File: src/rtl/vga_capture.sv
// vga_capture: receives an hsync/vsync/RGB pixel stream on dclk and thresholds
// each active pixel to one bit. It rebuilds a flattened WIDTH x HEIGHT bitmap
// (bit 0 = top-left, index = row*WIDTH+col) and publishes it only once the
// whole frame is complete.
module vga_capture #(
    parameter int WIDTH  = 9,
    parameter int HEIGHT = 9,
    parameter int H_BP   = 48,
    parameter int V_BP   = 33,
    parameter int THRESH = 11
) (
    input  logic                      dclk,
    input  logic                      clr,
    input  logic                      hsync,
    input  logic                      vsync,
    input  logic [2:0]                red,
    input  logic [2:0]                green,
    input  logic [2:0]                blue,
    output logic [0:WIDTH*HEIGHT-1]   bmpOutput,
    output logic                      frame_done,
    output logic                      frame_err,
    output logic [7:0]                frame_count
);

    localparam int NPIX = WIDTH * HEIGHT;
    localparam int IDXW = (NPIX > 1) ? $clog2(NPIX) : 1;
    localparam int POSW = $clog2(H_BP + WIDTH + 1);
    localparam int ROWW = $clog2(HEIGHT + 1);
    localparam int VW   = $clog2(V_BP + 2);

    typedef enum logic [2:0] {
        S_IDLE,
        S_VSYNC,
        S_VBP,
        S_ACTIVE,
        S_COMMIT
    } state_t;

    state_t            state_q, state_d;
    logic              hsync_q, hsync_d, hsync_prev_q, hsync_prev_d;
    logic              vsync_q, vsync_d, vsync_prev_q, vsync_prev_d;
    logic [2:0]        red_q, red_d, green_q, green_d, blue_q, blue_d;
    logic [VW-1:0]     vcnt_q, vcnt_d;
    logic [ROWW-1:0]   row_q, row_d;
    logic [POSW-1:0]   pos_q, pos_d;
    logic              line_act_q, line_act_d;
    logic [0:NPIX-1]   work_q, work_d;
    logic [0:NPIX-1]   bmp_q, bmp_d;
    logic              done_q, done_d;
    logic              err_q, err_d;
    logic [7:0]        count_q, count_d;

    logic              vs_fall, vs_rise, hs_fall, hs_rise;
    logic [4:0]        pix_sum;
    logic              pix_on;
    logic              line_start, capturing;
    logic [ROWW-1:0]   row_cur;
    logic [POSW-1:0]   pos_cur;
    logic [IDXW-1:0]   idx;

    // Input stage: one register layer plus a delayed copy of the syncs for edge detection.
    always_comb begin
        hsync_d      = hsync;
        vsync_d      = vsync;
        red_d        = red;
        green_d      = green;
        blue_d       = blue;
        hsync_prev_d = hsync_q;
        vsync_prev_d = vsync_q;
    end

    // Sync edges (assertion = falling, both syncs active-low) and the thresholded pixel.
    always_comb begin
        vs_fall = vsync_prev_q & ~vsync_q;
        vs_rise = ~vsync_prev_q & vsync_q;
        hs_fall = hsync_prev_q & ~hsync_q;
        hs_rise = ~hsync_prev_q & hsync_q;
        pix_sum = {2'b00, red_q} + {2'b00, green_q} + {2'b00, blue_q};
        pix_on  = (int'(pix_sum) >= THRESH);
    end

    // Frame FSM with the embedded line sub-FSM; a new line starts on the hsync deassertion edge.
    always_comb begin
        state_d    = state_q;
        vcnt_d     = vcnt_q;
        row_d      = row_q;
        pos_d      = pos_q;
        line_act_d = line_act_q;
        work_d     = work_q;
        bmp_d      = bmp_q;
        done_d     = 1'b0;
        err_d      = 1'b0;
        count_d    = count_q;
        line_start = 1'b0;
        capturing  = 1'b0;
        row_cur    = row_q;
        pos_cur    = pos_q;
        idx        = '0;

        unique case (state_q)
            S_IDLE: begin
                if (vs_fall) state_d = S_VSYNC;
            end
            S_VSYNC: begin
                vcnt_d     = '0;
                row_d      = '0;
                line_act_d = 1'b0;
                work_d     = '0;
                if (vs_rise) state_d = S_VBP;
            end
            S_VBP: begin
                if (vs_fall) begin
                    err_d   = 1'b1;
                    state_d = S_VSYNC;
                end else if (hs_rise) begin
                    if (int'(vcnt_q) == V_BP) begin
                        state_d    = S_ACTIVE;
                        line_start = 1'b1;
                        row_cur    = '0;
                    end else begin
                        vcnt_d = vcnt_q + 1'b1;
                    end
                end
            end
            S_ACTIVE: begin
                if (vs_fall) begin
                    err_d      = 1'b1;
                    line_act_d = 1'b0;
                    state_d    = S_VSYNC;
                end else if (hs_fall && line_act_q) begin
                    err_d      = 1'b1;
                    line_act_d = 1'b0;
                    state_d    = S_IDLE;
                end else if (hs_rise) begin
                    line_start = 1'b1;
                    row_cur    = row_q + 1'b1;
                end else begin
                    capturing = line_act_q;
                end
            end
            S_COMMIT: begin
                bmp_d   = work_q;
                done_d  = 1'b1;
                count_d = count_q + 8'd1;
                state_d = vs_fall ? S_VSYNC : S_IDLE;
            end
            default: state_d = S_IDLE;
        endcase

        if (line_start || capturing) begin
            pos_cur    = line_start ? '0 : pos_q;
            row_d      = row_cur;
            line_act_d = 1'b1;
            pos_d      = pos_cur + 1'b1;
            if (int'(pos_cur) >= H_BP) begin
                idx         = IDXW'(int'(row_cur) * WIDTH + int'(pos_cur) - H_BP);
                work_d[idx] = pix_on;
                if (int'(pos_cur) - H_BP == WIDTH - 1) begin
                    line_act_d = 1'b0;
                    if (int'(row_cur) == HEIGHT - 1) state_d = S_COMMIT;
                end
            end
        end
    end

    // State register; reset clears everything including the working buffer.
    always_ff @(posedge dclk) begin
        if (!clr) begin
            state_q      <= S_IDLE;
            hsync_q      <= 1'b0;
            vsync_q      <= 1'b0;
            hsync_prev_q <= 1'b0;
            vsync_prev_q <= 1'b0;
            red_q        <= '0;
            green_q      <= '0;
            blue_q       <= '0;
            vcnt_q       <= '0;
            row_q        <= '0;
            pos_q        <= '0;
            line_act_q   <= 1'b0;
            work_q       <= '0;
            bmp_q        <= '0;
            done_q       <= 1'b0;
            err_q        <= 1'b0;
            count_q      <= '0;
        end else begin
            state_q      <= state_d;
            hsync_q      <= hsync_d;
            vsync_q      <= vsync_d;
            hsync_prev_q <= hsync_prev_d;
            vsync_prev_q <= vsync_prev_d;
            red_q        <= red_d;
            green_q      <= green_d;
            blue_q       <= blue_d;
            vcnt_q       <= vcnt_d;
            row_q        <= row_d;
            pos_q        <= pos_d;
            line_act_q   <= line_act_d;
            work_q       <= work_d;
            bmp_q        <= bmp_d;
            done_q       <= done_d;
            err_q        <= err_d;
            count_q      <= count_d;
        end
    end

    assign bmpOutput   = bmp_q;
    assign frame_done  = done_q;
    assign frame_err   = err_q;
    assign frame_count = count_q;

endmodule

File: config.mk
export PLATFORM = sky130hd
export DESIGN_NAME = vga_capture
export DESIGN_NICKNAME = d
export VERILOG_FILES = /design/src/rtl/vga_capture.sv
export SDC_FILE = /design/constraint.sdc
export NUM_CORES = 1
export LEC_CHECK = 0
export ABC_CLOCK_PERIOD_IN_PS = 12080
export CORE_UTILIZATION = 61
export CTS_CLUSTER_DIAMETER = 120
export DETAILED_ROUTE_END_ITERATION = 10
export PLACE_DENSITY = 0.95
export SETUP_SLACK_MARGIN = 0.5
export SYNTH_ARGS = -nofsm -noshare
export SYNTH_HDL_FRONTEND = slang
export SYNTH_SLANG_ARGS = --single-unit
File: constraint.sdc
create_clock -name dclk -period 12.08 [get_ports dclk]
set_input_delay 1.208 -clock dclk [delete_from_list [all_inputs] [get_ports dclk]]
set_output_delay 1.208 -clock dclk [all_outputs]
set_load 0.005 [all_outputs]
## Yosys cells after proc, flatten, opt, wreduce, memory -nomap -nowiden

Index checks and enable logic that the tools add are counted.

- RAM bits: 0
- Output and inout port bits: 91
- Memories kept: 0
- Register bits: 205
- Bits in read-only memories: 0
- Input port bits: 13
- Bits in latches: 0

- Magnitude comparators: 4
- Shift operators: 0
- Equal/unequal tests: 11
- Div/mod/pow operators: 0
- Reductions and logical operators: 9
- $add $sub $neg: 9
- Muxes and demuxes: 55
- $mul: 1
- Bitwise operators: 9

Operator list:

| kind | count |
|---|---|
| 2-to-1 mux 81 bit | 3 |
| bitwise mux 81 bit | 1 |
| 2-to-1 mux 3 bit | 11 |
| 2-to-1 mux 4 bit | 8 |
| 2-to-1 mux 6 bit | 4 |
| 2-to-1 mux 1 bit | 21 |
| case mux 3 bit (5 select lines) | 1 |
| adder 6 x 1 -> 6 bit, second input constant | 2 |
| case mux 6 bit (2 select lines) | 1 |
| adder 8 x 1 -> 8 bit, second input constant | 1 |
| greater-or-equal comparator 8 bit, second input constant | 1 |
| < comparator 8 x 1 -> 1 bit, second input constant | 1 |
| NOT 7 -> 8 bit | 1 |
| case mux 4 bit (2 select lines) | 1 |
| adder 7 x 6 -> 7 bit | 1 |
| demux 1 bit (select 7 bit) | 1 |
| == test 7 x 5 -> 1 bit, second input constant | 1 |
| multiplier 4 x 4 -> 7 bit, second input constant | 1 |
| subtractor 6 x 6 -> 7 bit, second input constant | 1 |
| subtractor 7 x 6 -> 7 bit, second input constant | 1 |
| == test 3 x 2 -> 1 bit, second input constant | 2 |
| == test 6 bit, second input constant | 1 |
| greater-or-equal comparator 6 bit, second input constant | 1 |
| != test 2 bit, second input constant | 3 |
| 18 further kinds | 28 |

## Longest topological paths before layout

- Depth in word-level cells: 17
- Depth in mapped cells: 21
- Gate-level depth less buffers: 18

## Least setup slack after synthesis

No wires, ideal clock.

- Kind: register -> register
- Start: reg vcnt_q[0]
- End: reg work_q[65] (netlist bit)
- Library setup time: 132 ps
- Cell stages (with the launch flop): 19
- Slack: 7445 ps
- Data arrival time: 4503 ps
- Required time: 11948 ps
- Path through: dfxtp_1 > ha_1 > nor4b_1 > a21oi_1 > or2_2 > clkbuf_1 > and2_1 > ha_1 > ha_1 > ha_1 > ha_1 > a21o_1 > a21oi_1 > xor2_1 > nor2b_1 > buf_1 > buf_1 > nand4_1 > mux2i_1

- Cells in the longest elaborated chain, start to end: 16
- Elaborated cells on any way between the ends: 24
- Those cells by class: 2 x add/sub; 1 x mul; 3 x order compare; 1 x eq/ne; 14 x mux; 1 x bitwise; 2 x reduce/logical

Ends and longest elaborated chain:

| what | RTL line | RTL |
|---|---|---|
| start, declared | 43 | `logic [VW-1:0] vcnt_q, vcnt_d;` |
| start signal, assigned | 195 | `vcnt_q <= vcnt_d;` |
| == test 6 bit (*) | 116 | `if (int'(vcnt_q) == V_BP) begin` |
| 2-to-1 mux 4 bit / 2-to-1 mux 1 bit (equally long branches) | 116 |  |
| 2-to-1 mux 4 bit / 2-to-1 mux 1 bit (equally long branches) | 115 | `end else if (hs_rise) begin` |
| 2-to-1 mux 4 bit / 2-to-1 mux 1 bit (equally long branches) | 112 | `if (vs_fall) begin` |
| case mux 4 bit (2 select lines) / case mux 1 bit (2 select lines) (equally long branches) | 100 | `unique case (state_q)` |
| multiplier 4 x 4 -> 7 bit / 2-to-1 mux 6 bit (equally long branches) | 156, 151 |  |
| adder 7 x 6 -> 7 bit | 156 | `idx = IDXW'(int'(row_cur) * WIDTH + int'(pos_cur) - H_BP);` |
| subtractor 7 x 6 -> 7 bit | 156 |  |
| NOT 7 -> 8 bit (implied by the code) | 157 | `work_d[idx] = pix_on;` |
| greater-or-equal comparator 8 bit (implied by the code) / < comparator 8 x 1 -> 1 bit (equally long branches) | 157 |  |
| logical AND 1 bit (implied by the code) | 157 |  |
| 2-to-1 mux 1 bit (implied by the code) | 157 |  |
| demux 1 bit (select 7 bit) | 157 |  |
| bitwise mux 81 bit | 157 |  |
| 2-to-1 mux 81 bit | 155 | `if (int'(pos_cur) >= H_BP) begin` |
| 2-to-1 mux 81 bit (*) | 150 | `if (line_start \|\| capturing) begin` |
| end signal, assigned | 199 | `work_q <= work_d;` |
| end, declared | 47 | `logic [0:NPIX-1] work_q, work_d;` |

Mark *: on every way between the ends. The rest lies on a longest branch, timed or not.
A chain may end at the register's enable or synchronous reset.

## Worst setup path in the final report

- Start: reg state_q[2]
- End: reg work_q[73] (netlist bit)

- Cells in the longest elaborated chain, start to end: 13
- Elaborated cells on any way between the ends: 22
- Those cells by class: 2 x add/sub; 1 x mul; 3 x order compare; 3 x eq/ne; 10 x mux; 1 x bitwise; 2 x reduce/logical

Ends and longest elaborated chain:

| what | RTL line | RTL |
|---|---|---|
| start, declared | 39 | `state_t state_q, state_d;` |
| start signal, assigned | 187 | `state_q <= state_d;` |
| == test 3 x 2 -> 1 bit | 100 |  |
| case mux 4 bit (2 select lines) / case mux 1 bit (2 select lines) (equally long branches) | 100 |  |
| multiplier 4 x 4 -> 7 bit / 2-to-1 mux 6 bit (equally long branches) | 156, 151 |  |
| adder 7 x 6 -> 7 bit | 156 |  |
| subtractor 7 x 6 -> 7 bit | 156 |  |
| NOT 7 -> 8 bit (implied by the code) | 157 |  |
| greater-or-equal comparator 8 bit (implied by the code) / < comparator 8 x 1 -> 1 bit (equally long branches) | 157 |  |
| logical AND 1 bit (implied by the code) | 157 |  |
| 2-to-1 mux 1 bit (implied by the code) | 157 |  |
| demux 1 bit (select 7 bit) | 157 |  |
| bitwise mux 81 bit | 157 |  |
| 2-to-1 mux 81 bit | 155 |  |
| 2-to-1 mux 81 bit (*) | 150 |  |

Marks and branches as above.

==> results.yml <==
critical_path:
  cp_max_fo: 36
  critPathKind: "register to register"
  endpoint_kind: "register"
  arrival_ns: 6.68
  worstReg2RegEnd: "work_q[73]"
  cp_common_cell: "ha_1"
  critPathSlowestCell: "xor2_4"
  start_kind: "register"
  worst-r2r-setup-slack_ns: 5.76
  critPathMaxStageDelay_ns: 0.91
  required_ns: 12.44
  path_cells: "nand2b_1 -> or3_4 -> or2_2 -> and2_1 -> ha_1 -> ha_1 -> ha_1 -> ha_1 -> a21o_1 -> a21oi_1 -> xor2_4 -> nand2_1 -> o311ai_0 -> o41ai_1"
  r2r_cells: 14
  regToRegStartpoint: "state_q[2]"
floorplanning:
  start_util_pct: 62.90
  die_area_um2: 15600
  core_area_um2: 14640
  die_x_um: 124.9
  die_height_um: 124.9
  boundaryPins: 104
  rows: 44
placement:
  gp_congestion: 0.9029
  dp_hpwl_um: 13630
  post_dp_cell_area_um2: 10280
  dp_cells: 1247
  pre_cts_slack_ns: 6.029
  port_buffers: 103
layout:
  fillCellCount: 938
  antenna_cells: 0
  stdcell_count: 1284
  seq_area_um2: 4104
  layout-drive-gt1-share_pct: 6.545
  finalInstanceArea_um2: 10950
  final_util_pct: 74.76
  finalNetCount: 1128
  synthToLayoutAreaGrowth_pct: 18.85
  multi_input_area_um2: 4771
synthesis:
  synth_common_cells: "266 x nand2_1, 205 x dfxtp_1, 85 x a21boi_0, 72 x mux2i_1, 71 x clkbuf_1"
  yosysMostFrequentCell: "nand2_1"
  netlist_area_um2: 9211
  syn-instance-count: 1031
  synth.largest_area_cell: "dfxtp_1"
  syn_avg_cell_area_um2: 8.934
  ys_ff_latch: 205
  synth_ff_type: "dfxtp_1"
  synth_edf_count: 0
  synth_seq_area_share_pct: 44.55
  yosys_warnings: 0
  synthTopCellsByArea: "dfxtp_1 45%, nand2_1 11%, mux2i_1 7.8%, a21boi_0 6.9%, ha_1 3.0%"
  synth_top_area_share_pct: 44.55
  yosysUniqueCellTypes: 52
  synth_nets: 1073
  async_flop_share_pct: 0
hold_path:
  min_from: "work_q[61]"
  hold_depth: 2
  min_path_type: "register to register"
  hold_end: "work_q[61]"
clock_tree:
  cts_max_level: 1
  cts.path.max_buffers: 3
  cts_resized: 0
  numCtsBuffers: 21
  clkTransAtPathRegs_ns: 0.06
  cts_sinks: 205
  cts_tree: "done"
  post-cts-setup-buffer-count: 0
  clock_latency_ns: 0.51
  cts-root-buf: "clkbuf_16"
  hold_buffers: 0
status:
  status: "finished with violations"
  violations: "design-rule violations"
routing:
  dr.pass1.iters: 8
  wl_per_cell_um: 17.07
  via_per_inst: 5.992
  vias: 7694
  drt_wl_total_um: 21920
  first_iter_violations: 778
  final_antenna_net_count: 0
  drc: 10
grt:
  grt_pass1_vias: 7527
  overflow: 0
  antenna_found_initial: 0
  grt_pass1_wl_um: 37120
  track_usage_pct: 28.55
  grt_start_max_net_pins: 122
power_and_ir_drop:
  p_int_w: 0.001067
  seqPwrFrac_pct: 50.2
  p_sw_w: 0.0002910
  clockPowerShare_pct: 46.6
  vdd.ir_drop.worst_v: 0.0001109
  power_per_cell_area_nw_per_um2: 124.0
  power.leakage_nw: 3.715
  combPwrFrac_pct: 3.2
  switching_share_pct: 21.43
timing:
  setup_viol: 0
  drv_slew: 0
  fin_tns_setup_ns: 0
  fin_ws_ns: 5.759
  min_period_ns: 6.321
  worst_pin_slew_ns: 1.143
  maxClockFrequency_ghz: 0.1582
  hold_viol_final: 0
  clock_skew_ns: 0.01390
  fin_crit_sh_pct: 52.33
  rsz0062_at_grt: "no"
  relSlewSlack_pct: 23.66
run:
  cap_viol_max_count: 0
## flip-flops by register name, summed over array words and instances (netlist names), 3 cells and up
signal and cells:
bmpOutput 81, work_q 81, frame_count 8, pos_q 6, vcnt_q 6, row_q 4, blue_q 3, green_q 3
red_q 3, state_q 3
## worst max-delay path by stage
| stage | startpoint | end | cells past startpoint |
|---|---|---|---|
| after CTS | state_q[2] | work_q[73] | 14 |
| after detailed placement | state_q[2] | work_q[79] | 15 |
| after global routing | state_q[2] | work_q[73] | 15 |
| after global placement | state_q[2] | work_q[74] | 14 |
| final | state_q[2] | work_q[73] | 14 |
| after floorplan | vcnt_q[0] | work_q[65] | 18 |
## per-layer routing
layer | wire, um | vias up | track usage (%)
li1 | - | 3642 | -
met1 | 9247 | 3624 | 36.49
met2 | 10350 | 351 | 47.22
met3 | 1519 | 77 | 5.198
met4 | 795 | 0 | 12.55
met5 | 0 | - | 0
## worst max-delay path: cells and delay by family (launching register included)
kind                       cells  cell delay, ns
DFF                            1            0.43
adders and majority gates      4            1.23
and+or+nand+nor                5            2.25
xor gates and xnor gates       1            0.91
AOI/OAI and AO/OA              4            1.34
## stage by stage
step | power [W] | hold WS [ns]
2_1_floorplan | 0.0007261 | 0.4350
3_3_place_gp | 0.0007362 | 0.4430
3_5_place_dp | 0.0007377 | 0.4477
4_1_cts | 0.001361 | 0.4594
5_1_grt | 0.001397 | 0.4752
6_report | 0.001358 | 0.4596
## placed cells by master, fill, tap and decap left out, drive strengths merged, types with 4 or more instances in the layout
cell type,netlist,routed
nand2,266,266
dfxtp,205,205
clkdlybuf4s50,0,102
a21boi,85,85
mux2i,72,72
clkbuf,71,32
and2,30,30
nor3,28,28
nand4,25,25
nor4,25,25
ha,22,22
inv,19,20
nor4b,19,19
xnor2,17,17
nor2,16,16
nand3,13,13
a21oi,11,11
buf,10,11
o311ai,11,11
o31ai,8,8
o21ai,8,8
fa,7,7
or3,7,7
xor2,7,7
nand2b,6,6
nor2b,6,6
a21o,4,4
and3,4,4
o41ai,4,4
or2,4,4
## kinds of logic after synthesis
group	synth area share, %
compound gates	11.61
xor+xnor	2.364
fa+ha+maj	4.510
buf+inv	4.238
flops	44.55
mux	7.824
simple gates	24.90
## area by class of cell
type                    instances  area share [%]
repair buffers                113           10.06
inverters                      19          0.6514
clock buffers                  32           5.634
flip-flops and latches        205           37.49
multi-input cells             726           43.58
well taps                     184           2.103
clock inverters                 5          0.4914
## power by group through the flow
| stage | sequential (W) | clock (W) | combinational (W) |
|---|---|---|---|
| finish | 0.000681 | 0.000633 | 0.0000433 |
| global placement | 0.000696 | 0 | 0.0000403 |
| floorplan | 0.000695 | 0 | 0.0000314 |
| detailed placement | 0.000696 | 0 | 0.0000416 |
| global route | 0.000681 | 0.000669 | 0.0000468 |
| CTS | 0.000681 | 0.000637 | 0.0000428 |
Power figures use the tool's default switching activity.
